`src/rtl/flash_ctrl_region_arb.sv`:
```
// Round-robin arbiter/sequencer sharing the flash op port; each op is checked against the region table.
// Latency: gnt 1 cycle after req sampled; denied done at 2; allowed done at 4 with immediate phy ack/done.
// Backpressure: one op in flight; requesters hold req_i until gnt_o, phy stalls via flash_ack_i/flash_done_i.
// Optional macro FLASH_CTRL_REGION_ARB_TIMEOUT_EN adds a WAIT-state watchdog of TimeoutCyc cycles.
module flash_ctrl_region_arb #(
   parameter int NumReq     = 2,
   parameter int NumRegions = 4,
   parameter int AddrW      = 16,
   parameter int TimeoutCyc = 1023
) (
   input  logic                        clk_i,
   input  logic                        rst_ni,
   input  logic [NumReq-1:0]           req_i,
   input  logic [NumReq*AddrW-1:0]     addr_i,
   input  logic [NumReq*2-1:0]         op_i,
   output logic [NumReq-1:0]           gnt_o,
   output logic [NumReq-1:0]           done_o,
   output logic                        err_o,
   input  logic                        phase_i,
   input  logic [NumRegions-1:0]       region_en_i,
   input  logic [NumRegions*AddrW-1:0] region_base_i,
   input  logic [NumRegions*AddrW-1:0] region_size_i,
   input  logic [NumRegions*4-1:0]     region_attr_i,
   output logic                        flash_req_o,
   output logic [AddrW-1:0]            flash_addr_o,
   output logic [1:0]                  flash_op_o,
   input  logic                        flash_ack_i,
   input  logic                        flash_done_i,
   input  logic                        flash_err_i
);

   localparam int IdxW = (NumReq > 1) ? $clog2(NumReq) : 1;

   if (NumReq < 1 || NumReq > 8 || NumRegions < 1 || NumRegions > 16 ||
       AddrW < 1 || TimeoutCyc < 1) begin : g_bad_param
      $error("flash_ctrl_region_arb: parameter out of range");
   end

   typedef enum logic [2:0] {
      IDLE  = 3'd0,
      CHECK = 3'd1,
      ISSUE = 3'd2,
      WAIT  = 3'd3,
      RESP  = 3'd4
   } state_e;

   state_e           state_q, state_d;
   logic [IdxW-1:0]  ptr_q, winner_q;
   logic [AddrW-1:0] addr_q;
   logic [1:0]       op_q;
   logic             err_q;
   logic [AddrW-1:0] flash_addr_q;
   logic [1:0]       flash_op_q;

   logic             req_any;
   logic             found_hi;
   logic [IdxW-1:0]  sel_hi, sel_lo, sel_idx;
   logic [AddrW-1:0] sel_addr;
   logic [1:0]       sel_op;

   logic             hit;
   logic [3:0]       hit_attr;
   logic [AddrW:0]   base_ext, end_ext;
   logic             perm;
   logic             allowed;
   logic             timeout;

   // Round-robin pick: lowest requester at/after the pointer, else lowest below it
   always_comb begin
      req_any  = |req_i;
      found_hi = 1'b0;
      sel_hi   = '0;
      sel_lo   = '0;
      for (int k = NumReq - 1; k >= 0; k--) begin
         if (req_i[k]) begin
            if (IdxW'(k) >= ptr_q) begin
               found_hi = 1'b1;
               sel_hi   = IdxW'(k);
            end else begin
               sel_lo = IdxW'(k);
            end
         end
      end
      sel_idx  = found_hi ? sel_hi : sel_lo;
      sel_addr = '0;
      sel_op   = '0;
      for (int k = 0; k < NumReq; k++) begin
         if (IdxW'(k) == sel_idx) begin
            sel_addr = addr_i[k*AddrW +: AddrW];
            sel_op   = op_i[k*2 +: 2];
         end
      end
   end

   // Region lookup on the captured address; lowest matching region wins, end computed without wrap
   always_comb begin
      hit      = 1'b0;
      hit_attr = '0;
      base_ext = '0;
      end_ext  = '0;
      for (int r = NumRegions - 1; r >= 0; r--) begin
         base_ext = {1'b0, region_base_i[r*AddrW +: AddrW]};
         end_ext  = base_ext + {1'b0, region_size_i[r*AddrW +: AddrW]};
         if (region_en_i[r] && ({1'b0, addr_q} >= base_ext) && ({1'b0, addr_q} < end_ext)) begin
            hit      = 1'b1;
            hit_attr = region_attr_i[r*4 +: 4];
         end
      end
      perm = 1'b0;
      case (op_q)
         2'd0:    perm = hit_attr[0];
         2'd1:    perm = hit_attr[1];
         2'd2:    perm = hit_attr[2];
         default: perm = 1'b0;
      endcase
      allowed = hit && (hit_attr[3] == phase_i) && perm;
   end

`ifdef FLASH_CTRL_REGION_ARB_TIMEOUT_EN
   localparam int CntW = $clog2(TimeoutCyc + 1);
   logic [CntW-1:0] cnt_q;

   // Watchdog counts WAIT cycles; held at zero elsewhere so it restarts on every WAIT entry
   always_ff @(posedge clk_i or negedge rst_ni) begin
      if (!rst_ni) begin
         cnt_q <= '0;
      end else if (state_q != WAIT) begin
         cnt_q <= '0;
      end else begin
         cnt_q <= cnt_q + 1'b1;
      end
   end

   assign timeout = (state_q == WAIT) && (cnt_q == CntW'(TimeoutCyc - 1));
`else
   assign timeout = 1'b0;
`endif

   // State register
   always_ff @(posedge clk_i or negedge rst_ni) begin
      if (!rst_ni) begin
         state_q <= IDLE;
      end else begin
         state_q <= state_d;
      end
   end

   // Next-state logic
   always_comb begin
      state_d = state_q;
      case (state_q)
         IDLE:    if (req_any) state_d = CHECK;
         CHECK:   state_d = allowed ? ISSUE : RESP;
         ISSUE:   if (flash_ack_i) state_d = WAIT;
         WAIT:    if (flash_done_i || timeout) state_d = RESP;
         RESP:    state_d = IDLE;
         default: state_d = IDLE;
      endcase
   end

   // Captured request, error latch, issued address/op and round-robin pointer
   always_ff @(posedge clk_i or negedge rst_ni) begin
      if (!rst_ni) begin
         ptr_q        <= '0;
         winner_q     <= '0;
         addr_q       <= '0;
         op_q         <= '0;
         err_q        <= 1'b0;
         flash_addr_q <= '0;
         flash_op_q   <= '0;
      end else begin
         case (state_q)
            IDLE: begin
               if (req_any) begin
                  winner_q <= sel_idx;
                  addr_q   <= sel_addr;
                  op_q     <= sel_op;
               end
            end
            CHECK: begin
               err_q <= !allowed;
               if (allowed) begin
                  flash_addr_q <= addr_q;
                  flash_op_q   <= op_q;
               end
            end
            WAIT: begin
               // a done arriving on the watchdog limit cycle takes precedence
               if (flash_done_i) begin
                  err_q <= flash_err_i;
               end else if (timeout) begin
                  err_q <= 1'b1;
               end
            end
            RESP: begin
               ptr_q <= (winner_q == IdxW'(NumReq - 1)) ? '0 : winner_q + 1'b1;
            end
            default: ;
         endcase
      end
   end

   // Outputs decoded from the state so reset clears them immediately
   always_comb begin
      gnt_o  = '0;
      done_o = '0;
      for (int k = 0; k < NumReq; k++) begin
         if (IdxW'(k) == winner_q) begin
            gnt_o[k]  = (state_q == CHECK);
            done_o[k] = (state_q == RESP);
         end
      end
      err_o       = (state_q == RESP) && err_q;
      flash_req_o = (state_q == ISSUE);
   end

   assign flash_addr_o = flash_addr_q;
   assign flash_op_o   = flash_op_q;

endmodule

```
`config.mk`:
```
export PLATFORM = sky130hd
export DESIGN_NAME = flash_ctrl_region_arb
export DESIGN_NICKNAME = d
export VERILOG_FILES = /design/src/rtl/flash_ctrl_region_arb.sv
export SDC_FILE = /design/constraint.sdc
export NUM_CORES = 1
export LEC_CHECK = 0
export BUFFER_PORTS_ARGS = -buffer_cell sky130_fd_sc_hd__buf_2
export CORE_AREA = 2 2 133 135
export CTS_CLUSTER_SIZE = 24
export DETAILED_ROUTE_END_ITERATION = 16
export DIE_AREA = 0 0 135 137
export PLACE_DENSITY = 0.78
export SLEW_MARGIN = 25
export SYNTH_ARGS = -nofsm -noshare
export SYNTH_HDL_FRONTEND = slang
export SYNTH_SLANG_ARGS = --single-unit
export TNS_END_PERCENT = 5
```
`constraint.sdc`:
```
create_clock -name clk_i -period 4.2 [get_ports clk_i]
set_input_delay 0.21 -clock clk_i [delete_from_list [all_inputs] [get_ports clk_i]]
set_output_delay 0.21 -clock clk_i [all_outputs]
set_load 0.01 [all_outputs]
```
==> results of run 1 <==
==> power by group <==
group          switching (mW)  total (mW)  internal (mW)
clock                   0.146       0.439          0.293
combinational            1.65        3.20           1.55
sequential              0.382       0.981          0.598
total                    2.18        4.62           2.44
==> area by class of cell <==
type                    count  area share (%)
diodes                      1          0.0246
clock inverters             1           0.296
clock buffers               6            1.37
repair buffers            344            20.3
flip-flops and latches     42            10.3
inverters                  89            3.29
multi-input cells         760            61.6
well taps                 225            2.77
==> metrics by stage <==
stage	worst slack [ns]	instance area, um2	util, %	power [mW]
6_report	-0.481	10200	59.6	4.62
5_1_grt	-0.778	10200	59.6	5.09
4_1_cts	-0.477	10100	59.2	4.60
3_5_place_dp	-0.840	9900	58.0	4.13
3_3_place_gp	-0.772	9890	58.0	3.99
2_1_floorplan	-0.430	7600	-	2.87
==> worst max-delay path by stage <==
stage,startpoint,end,cells past startpoint
4_1_cts,region_base_i[49],flash_op_o[1],27
3_3_place_gp,region_base_i[1],flash_addr_o[8],27
3_5_place_dp,region_base_i[1],flash_addr_o[9],27
5_1_grt,region_base_i[17],flash_addr_o[5],26
6_report,region_base_i[17],flash_addr_o[6],26
2_1_floorplan,region_base_i[17],flash_addr_o[0],25
==> what timing repair did <==
item,4_1_cts,5_1_grt
hold buffers,0,1
hold endpoints to repair,0,42
gates resized for setup,7,12
pin swaps,0,1
endpoints found under the setup margin,21,21
setup buffers,0,0
cloned,0,0
==> flip-flops by register name, indices dropped and copies added, names as in the netlist <==
name	count
flash_addr_o	16
op_q	2
state_q	3
winner_q	1
ptr_q	1
err_q	1
addr_q	16
flash_op_o	2
==> layer usage <==
metal / global-route usage (%) / routed length (um) / up-vias
met1: 28.7 / 9590 / 3585
met3: 3.15 / 1210 / 57
met2: 45.3 / 11300 / 241
met5: 0 / 0 / -
li1: - / - / 3994
met4: 8.22 / 745 / 0
==> Yosys cell counts (2+ instances only) <==
cell type  number  share of area [%]
o41a_1          4               0.60
dfrtp_1        42                 14
a41oi_1         4               0.46
nand4_1        14                1.2
o21bai_1       11                1.1
a31oi_1         4               0.33
a211oi_1       15                1.5
o211ai_1       12                1.2
nor3_1         16                1.1
and3_1          7               0.58
buf_1           2              0.099
o21ai_1         3               0.20
nand3_1        12               0.79
o21a_1         11                1.1
o211a_1         2               0.26
inv_1          89                4.4
clkbuf_1        4               0.20
mux2_4         18                3.6
a21oi_1        97                6.4
nor2b_1        17                1.4
mux2i_1        19                2.5
a221oi_1        2               0.23
nand2b_1       14                1.2
xor2_1         28                3.2
or2_2           2               0.17
or3_1           4               0.33
o31ai_1         4               0.40
a22oi_1         2               0.20
nor4_1          2               0.17
a2111oi_0       4               0.46
a21oi_2         2               0.23
xnor2_1        24                2.8
nor2_1         69                3.4
fa_1            4                1.1
and4_1          4               0.46
a2111o_1        4               0.60
a21o_1         30                3.0
buf_6           2               0.30
nand2_1        39                1.9
o2111ai_1       2               0.23
o21ai_0        43                2.8
ha_1          188                 31
==> kinds of logic after synthesis <==
group	count (synthesis)
fa+ha+maj	192
mux	38
simple gates	211
xor+xnor	52
buf+inv	97
flops	42
compound gates	267
==> worst max-delay path: stages <==
cell	delay [ns]
buf_2	0.11
ha_1	0.29
a21o_1	0.17
a21oi_2	0.13
o21bai_1	0.10
a21oi_2	0.14
o21bai_1	0.11
a21oi_2	0.16
o21ai_2	0.11
a2111oi_4	0.38
nor2_1	0.09
a21oi_2	0.14
xor2_1	0.17
ha_1	0.19
o21ai_0	0.09
nand2b_1	0.08
a21oi_1	0.07
or3b_4	0.37
a211o_4	0.36
nand2_4	0.09
nor2_1	0.04
a2111o_1	0.41
a311oi_2	0.27
nor2_2	0.09
buf_12	0.17
mux2_4	0.30
==> summary.md, run 1 <==
| Metric | Value |
|---|---|
| Final Wtd Congestion | 0.903 |
| Core Box Area | 0.0171 mm2 |
| Syn avg cell area | 8.41 um2 |
| Global-route wire length before repair | 36,000 um |
| Drt via density | 5.37 |
| Post-synthesis cell count | 899 |
| Failing checks | setup timing |
| Kind of end point of the critical path | flip-flop |
| Buffers added on ports | 215 |
| Clock tree sinks | 42 |
| Std-Cell Rows | 48 |
| Die width | 135 um |
| Finish-stage setup viols | 21 |
| Period minus WS final | 4.68 ns |
| Worst path required time | 4.36 ns |
| Power density cells | 455 mW/mm2 |
| Sequential share of the synthesized area | 13.9% |
| Worst hold endpoint | state_q[1] |
| Status | finished, violations left |
| Tcrit/Tclk final | 111% |
| Fmax | 0.214 GHz |
| CP Launch Type | input pin |
| Synth Area in Compound Gates | 22.8% |
| Initial antenna violation count | 1 |
| YS warnings | 0 |
| Fin nets | 1,626 |
| Drc violations | 0 |
| Synth-to-Final Area Change | 34.4% |
| Mapped Area | 0.00756 mm2 |
| Seq cells post-synth | 42 |
| Area of the die | 0.0185 mm2 |
| Multiplexer area fraction after synthesis | 6.24% |
| Max cap viols | 0 |
| Critical Path Fanout Max | 20 |
| HP Class | in -> reg |
| Hold path startpoint | flash_done_i |
| Routed WL | 22,800 um |
| Iter 0 DRT Violations | 259 |
| Static Leak | 5.51 nW |
| Worst Tran Pin Value | 0.786 ns |
| Commonest non-fill, non-tap cell in the layout | buf_2 |
| Clock Pin Slew Worst Setup and Hold Paths | 0.06 ns |
| Reg-to-reg slack, setup | 0.41 ns |
| Xor/xnor share of the synthesized area | 6.02% |
| CTS tree | yes |
| Clk buf depth | 2 |
| Max-slew headroom | 47.4% |
| Startpoint of the worst-slack reg-to-reg timing path | addr_q[8] |
| Critical path type | in -> reg |
| Initial core utilization | 44.3% |
| Fillers | 1,508 |
| Detail Route Antenna Nets | 0 |
| Clock Latency Late Sink | 0.28 ns |
| Synth Flop Type | dfrtp_1 |
| Cts bufs inserted | 5 |
| RSZ-0062 raised after global routing | yes |
| Post-synth EDFFs | 0 |
| Total track usage | 24.3% |
| Multi-input logic area | 0.00626 mm2 |
| Dpl hpwl | 19,600 um |
| Ports | 216 |
| Fin Setup TNS | -9.38 ns |
| Distinct cell type count after synthesis | 65 |
| Seq. cell area | 0.00105 mm2 |
| Post-Syn Nets | 1,283 |
| Final worst slack | -0.481 ns |
| Non-Filler Instances | 1,468 |
| Drt pass-1 iters | 5 |
| Vias | 7,877 |
| H-tree depth | 2 |
| GRT Residual Overflow | 0 |
| Register-to-Register Path Depth | 14 |
| Hold WS | 0.227 ns |
| Vias in the first global route | 7,878 |
| Simple-gate share of the synthesized area | 13.9% |
| Maximum vdd drop | 273 uV |
| Adder-cell share of the synthesized area | 32.2% |
| Skew final | 0.00348 ns |
| Die height | 137 um |
| FF-to-FF End | flash_addr_o[6] |
| Share of cells above drive strength 1 | 32.8% |
| Largest net degree at the start of global routing | 43 |
| Post-synth ARST share | 100% |
| Commonest non-fill, non-tap cells in the layout | buf_2 (214), ha_1 (188), buf_4 (128), a21oi_1 (91), inv_1 (89) |
| Cell count after placement | 1,459 |
| Largest family of logic cells by synthesized area | adder cells |
| Max-slew violations | 0 |
| Crit path DAT | 4.84 ns |
| Final Hold Fails | 0 |
| WHS Path Cells | 3 |
| CTS root buf | clkbuf_16 |
| Wirelength per Cell | 15.6 um |
(Power assumes the default switching activity.)
==> run 2: changes to the inputs <==
RECOVER_POWER = 25   (was default)
==> run 2 against run 1 <==
  * The run ends with capacitance limit, slew limit, setup timing left
  * Register-to-register slack about the same
  * Design area about the same
  * First-iteration DRC count stayed put
  * Critical endpoint unchanged
  * Power hardly changed
==> summary.md, run 2 (synthesized netlist as in run 1, its figures left out) <==
| Metric | Value |
|---|---|
| Comb power frac | 69.3% (about the same) |
| Vias | 7,877 (unchanged) |
| Tcrit/Tclk final | 111% (unchanged) |
| Status | finished, violations left (unchanged) |
| Clock Pin Slew Worst Setup and Hold Paths | 0.06 ns (about the same) |
| Initial antenna violation count | 1 (unchanged) |
| Sw Pwr | 2.18 mW (about the same) |
| Clock Latency Late Sink | 0.28 ns (about the same) |
| Dpl cell area | 0.00990 mm2 (unchanged) |
| CTS tree | yes (unchanged) |
| Max cap viols | 1 (was 0) |
| Internal power | 2.44 mW (about the same) |
| Global-route wire length before repair | 36,000 um (unchanged) |
| Hold WS | 0.227 ns (unchanged) |
| Final worst slack | -0.481 ns (unchanged) |
| Clock power share | 9.5% (about the same) |
| Commonest non-fill, non-tap cells in the layout | buf_2 (214), ha_1 (188), buf_4 (127), a21oi_1 (91), inv_1 (89) (was buf_2 (214), ha_1 (188), buf_4 (128), a21oi_1 (91), inv_1 (89)) |
| Wirelength per Cell | 15.5 um (was 15.6 um) |
| Clock tree sinks | 42 (unchanged) |
| Total track usage | 24.3% (unchanged) |
| Post-CTS setup buffers | 0 (unchanged) |
| CP Launch Type | input pin (unchanged) |
| Die width | 135 um (unchanged) |
| Register-to-Register Path Depth | 14 (unchanged) |
| Kind of end point of the critical path | flip-flop (unchanged) |
| Routed WL | 22,800 um (about the same) |
| GRT Residual Overflow | 0 (unchanged) |
| Max-slew violations | 43 (was 0) |
| Finish-stage setup viols | 21 (unchanged) |
| Dpl hpwl | 19,600 um (unchanged) |
| Final Hold Fails | 0 (unchanged) |
| Worst path required time | 4.36 ns (about the same) |
| Failing checks | capacitance limit, slew limit, setup timing (was setup timing) |
| Max-slew headroom | -49.9% (was 47.4%) |
| Initial core utilization | 44.3% (unchanged) |
| Buffers added on ports | 215 (unchanged) |
| Post-Layout Inst Area | 0.0102 mm2 (about the same) |
| Drt pass-1 iters | 5 (unchanged) |
| Maximum vdd drop | 273 uV (about the same) |
| CTS root buf | clkbuf_16 (unchanged) |
| Largest net degree at the start of global routing | 43 (unchanged) |
| Drc violations | 0 (unchanged) |
| Skew final | 0.00348 ns (unchanged) |
| Cts bufs inserted | 5 (unchanged) |
| Final Wtd Congestion | 0.903 (unchanged) |
| Drt via density | 5.37 (unchanged) |
| Synth-to-Final Area Change | 34.3% (was 34.4%) |
| Iter 0 DRT Violations | 259 (unchanged) |
| Die height | 137 um (unchanged) |
| Std-Cell Rows | 48 (unchanged) |
| WHS Path Cells | 3 (unchanged) |
| Fmax | 0.214 GHz (unchanged) |
| Critical path type | in -> reg (unchanged) |
| Reg power frac | 21.2% (about the same) |
| Vias in the first global route | 7,878 (unchanged) |
| Static Leak | 5.51 nW (about the same) |
| Non-Filler Instances | 1,468 (unchanged) |
| Worst Tran Pin Value | 2.25 ns (was 0.786 ns) |
| HP Class | in -> reg (unchanged) |
| Fin nets | 1,626 (unchanged) |
| Core Box Area | 0.0171 mm2 (unchanged) |
| Commonest non-fill, non-tap cell in the layout | buf_2 (unchanged) |
| Design Power | 4.62 mW (about the same) |
| H-tree depth | 2 (unchanged) |
| Power density cells | 455 mW/mm2 (about the same) |
| Clk buf depth | 2 (unchanged) |
| Cell count after placement | 1,459 (unchanged) |
| Critical Path Fanout Max | 20 (unchanged) |
| Crit path DAT | 4.84 ns (about the same) |
| Period minus WS final | 4.68 ns (unchanged) |
| Share of cells above drive strength 1 | 32.7% (was 32.8%) |
| RSZ-0062 raised after global routing | yes (unchanged) |
| Sw Share | 47.1% (about the same) |
| Detail Route Antenna Nets | 0 (unchanged) |
| Area of the die | 0.0185 mm2 (unchanged) |
| Ports | 216 (unchanged) |
[run 2: per-layer routing]
metal  wire length (um)  part of all wire [%]  up-vias  track usage, %
met4                745                   3.3        0            8.22
met2              11300                    49      241            45.3
met5                  0                     0        -               0
met1               9590                    42     3585            28.7
li1                   -                     -     3994               -
met3               1210                   5.3       57            3.15
[run 2: what timing repair did]
item / in CTS / in global routing
hold buffers: 0 / 1
hold endpoints to repair: 0 / 42
pin swaps: 0 / 1
gates cloned: 0 / 0
gates resized for setup: 7 / 12
endpoints found under the setup margin: 21 / 21
[run 2: area by class of cell]
cell class                      count  area (um2)
Tap cell                          225         282
Antenna cell                        1        2.50
Multi-Input combinational cell    760        6260
Clock buffer                        6         139
Clock inverter                      1        30.0
Inverter                           89         334
Fill cell                        1510        6900
Timing Repair Buffer              344        2060
Sequential cell                    42        1050
[run 2: worst paths after layout]
check                                  start          endpoint  slack [ns]
min in group asynchronous             rst_ni  flash_addr_o[13]        1.14
setup / recovery           region_base_i[17]   flash_addr_o[6]       -0.48
setup reg to reg                   addr_q[8]   flash_addr_o[6]        0.41
hold reg to reg             flash_addr_o[13]  flash_addr_o[13]        0.51
max in group asynchronous             rst_ni           op_q[1]        1.77
hold / removal                  flash_done_i        state_q[1]        0.23
[run 2: critical path, stage by stage]
cell,delay (ns)
buf_2,0.11
ha_1,0.29
a21o_1,0.17
a21oi_2,0.13
o21bai_1,0.10
a21oi_2,0.14
o21bai_1,0.11
a21oi_2,0.16
o21ai_2,0.11
a2111oi_4,0.38
nor2_1,0.09
a21oi_2,0.14
xor2_1,0.17
ha_1,0.19
o21ai_0,0.09
nand2b_1,0.08
a21oi_1,0.07
or3b_4,0.37
a211o_4,0.36
nand2_4,0.09
nor2_1,0.04
a2111o_1,0.41
a311oi_2,0.27
nor2_2,0.09
buf_12,0.17
mux2_4,0.30
[run 2: power groups by stage]
| stage | combinational (mW) | clock, mW | sequential [mW] |
|---|---|---|---|
| floorplan | 1.99 | 0 | 0.877 |
| global placement | 3.01 | 0 | 0.981 |
| detailed placement | 3.14 | 0 | 0.985 |
| CTS | 3.18 | 0.442 | 0.980 |
| global route | 3.62 | 0.461 | 1.00 |
| finish | 3.20 | 0.439 | 0.981 |
[run 2: stage by stage]
stage          worst slack (ns)  utilization, %  setup TNS (ns)
2_1_floorplan            -0.430               -           -8.30
3_3_place_gp             -0.772            58.0          -15.48
3_5_place_dp             -0.840            58.0          -16.83
4_1_cts                  -0.477            59.2           -9.29
5_1_grt                  -0.778            59.5          -15.61
6_report                 -0.481            59.5           -9.38
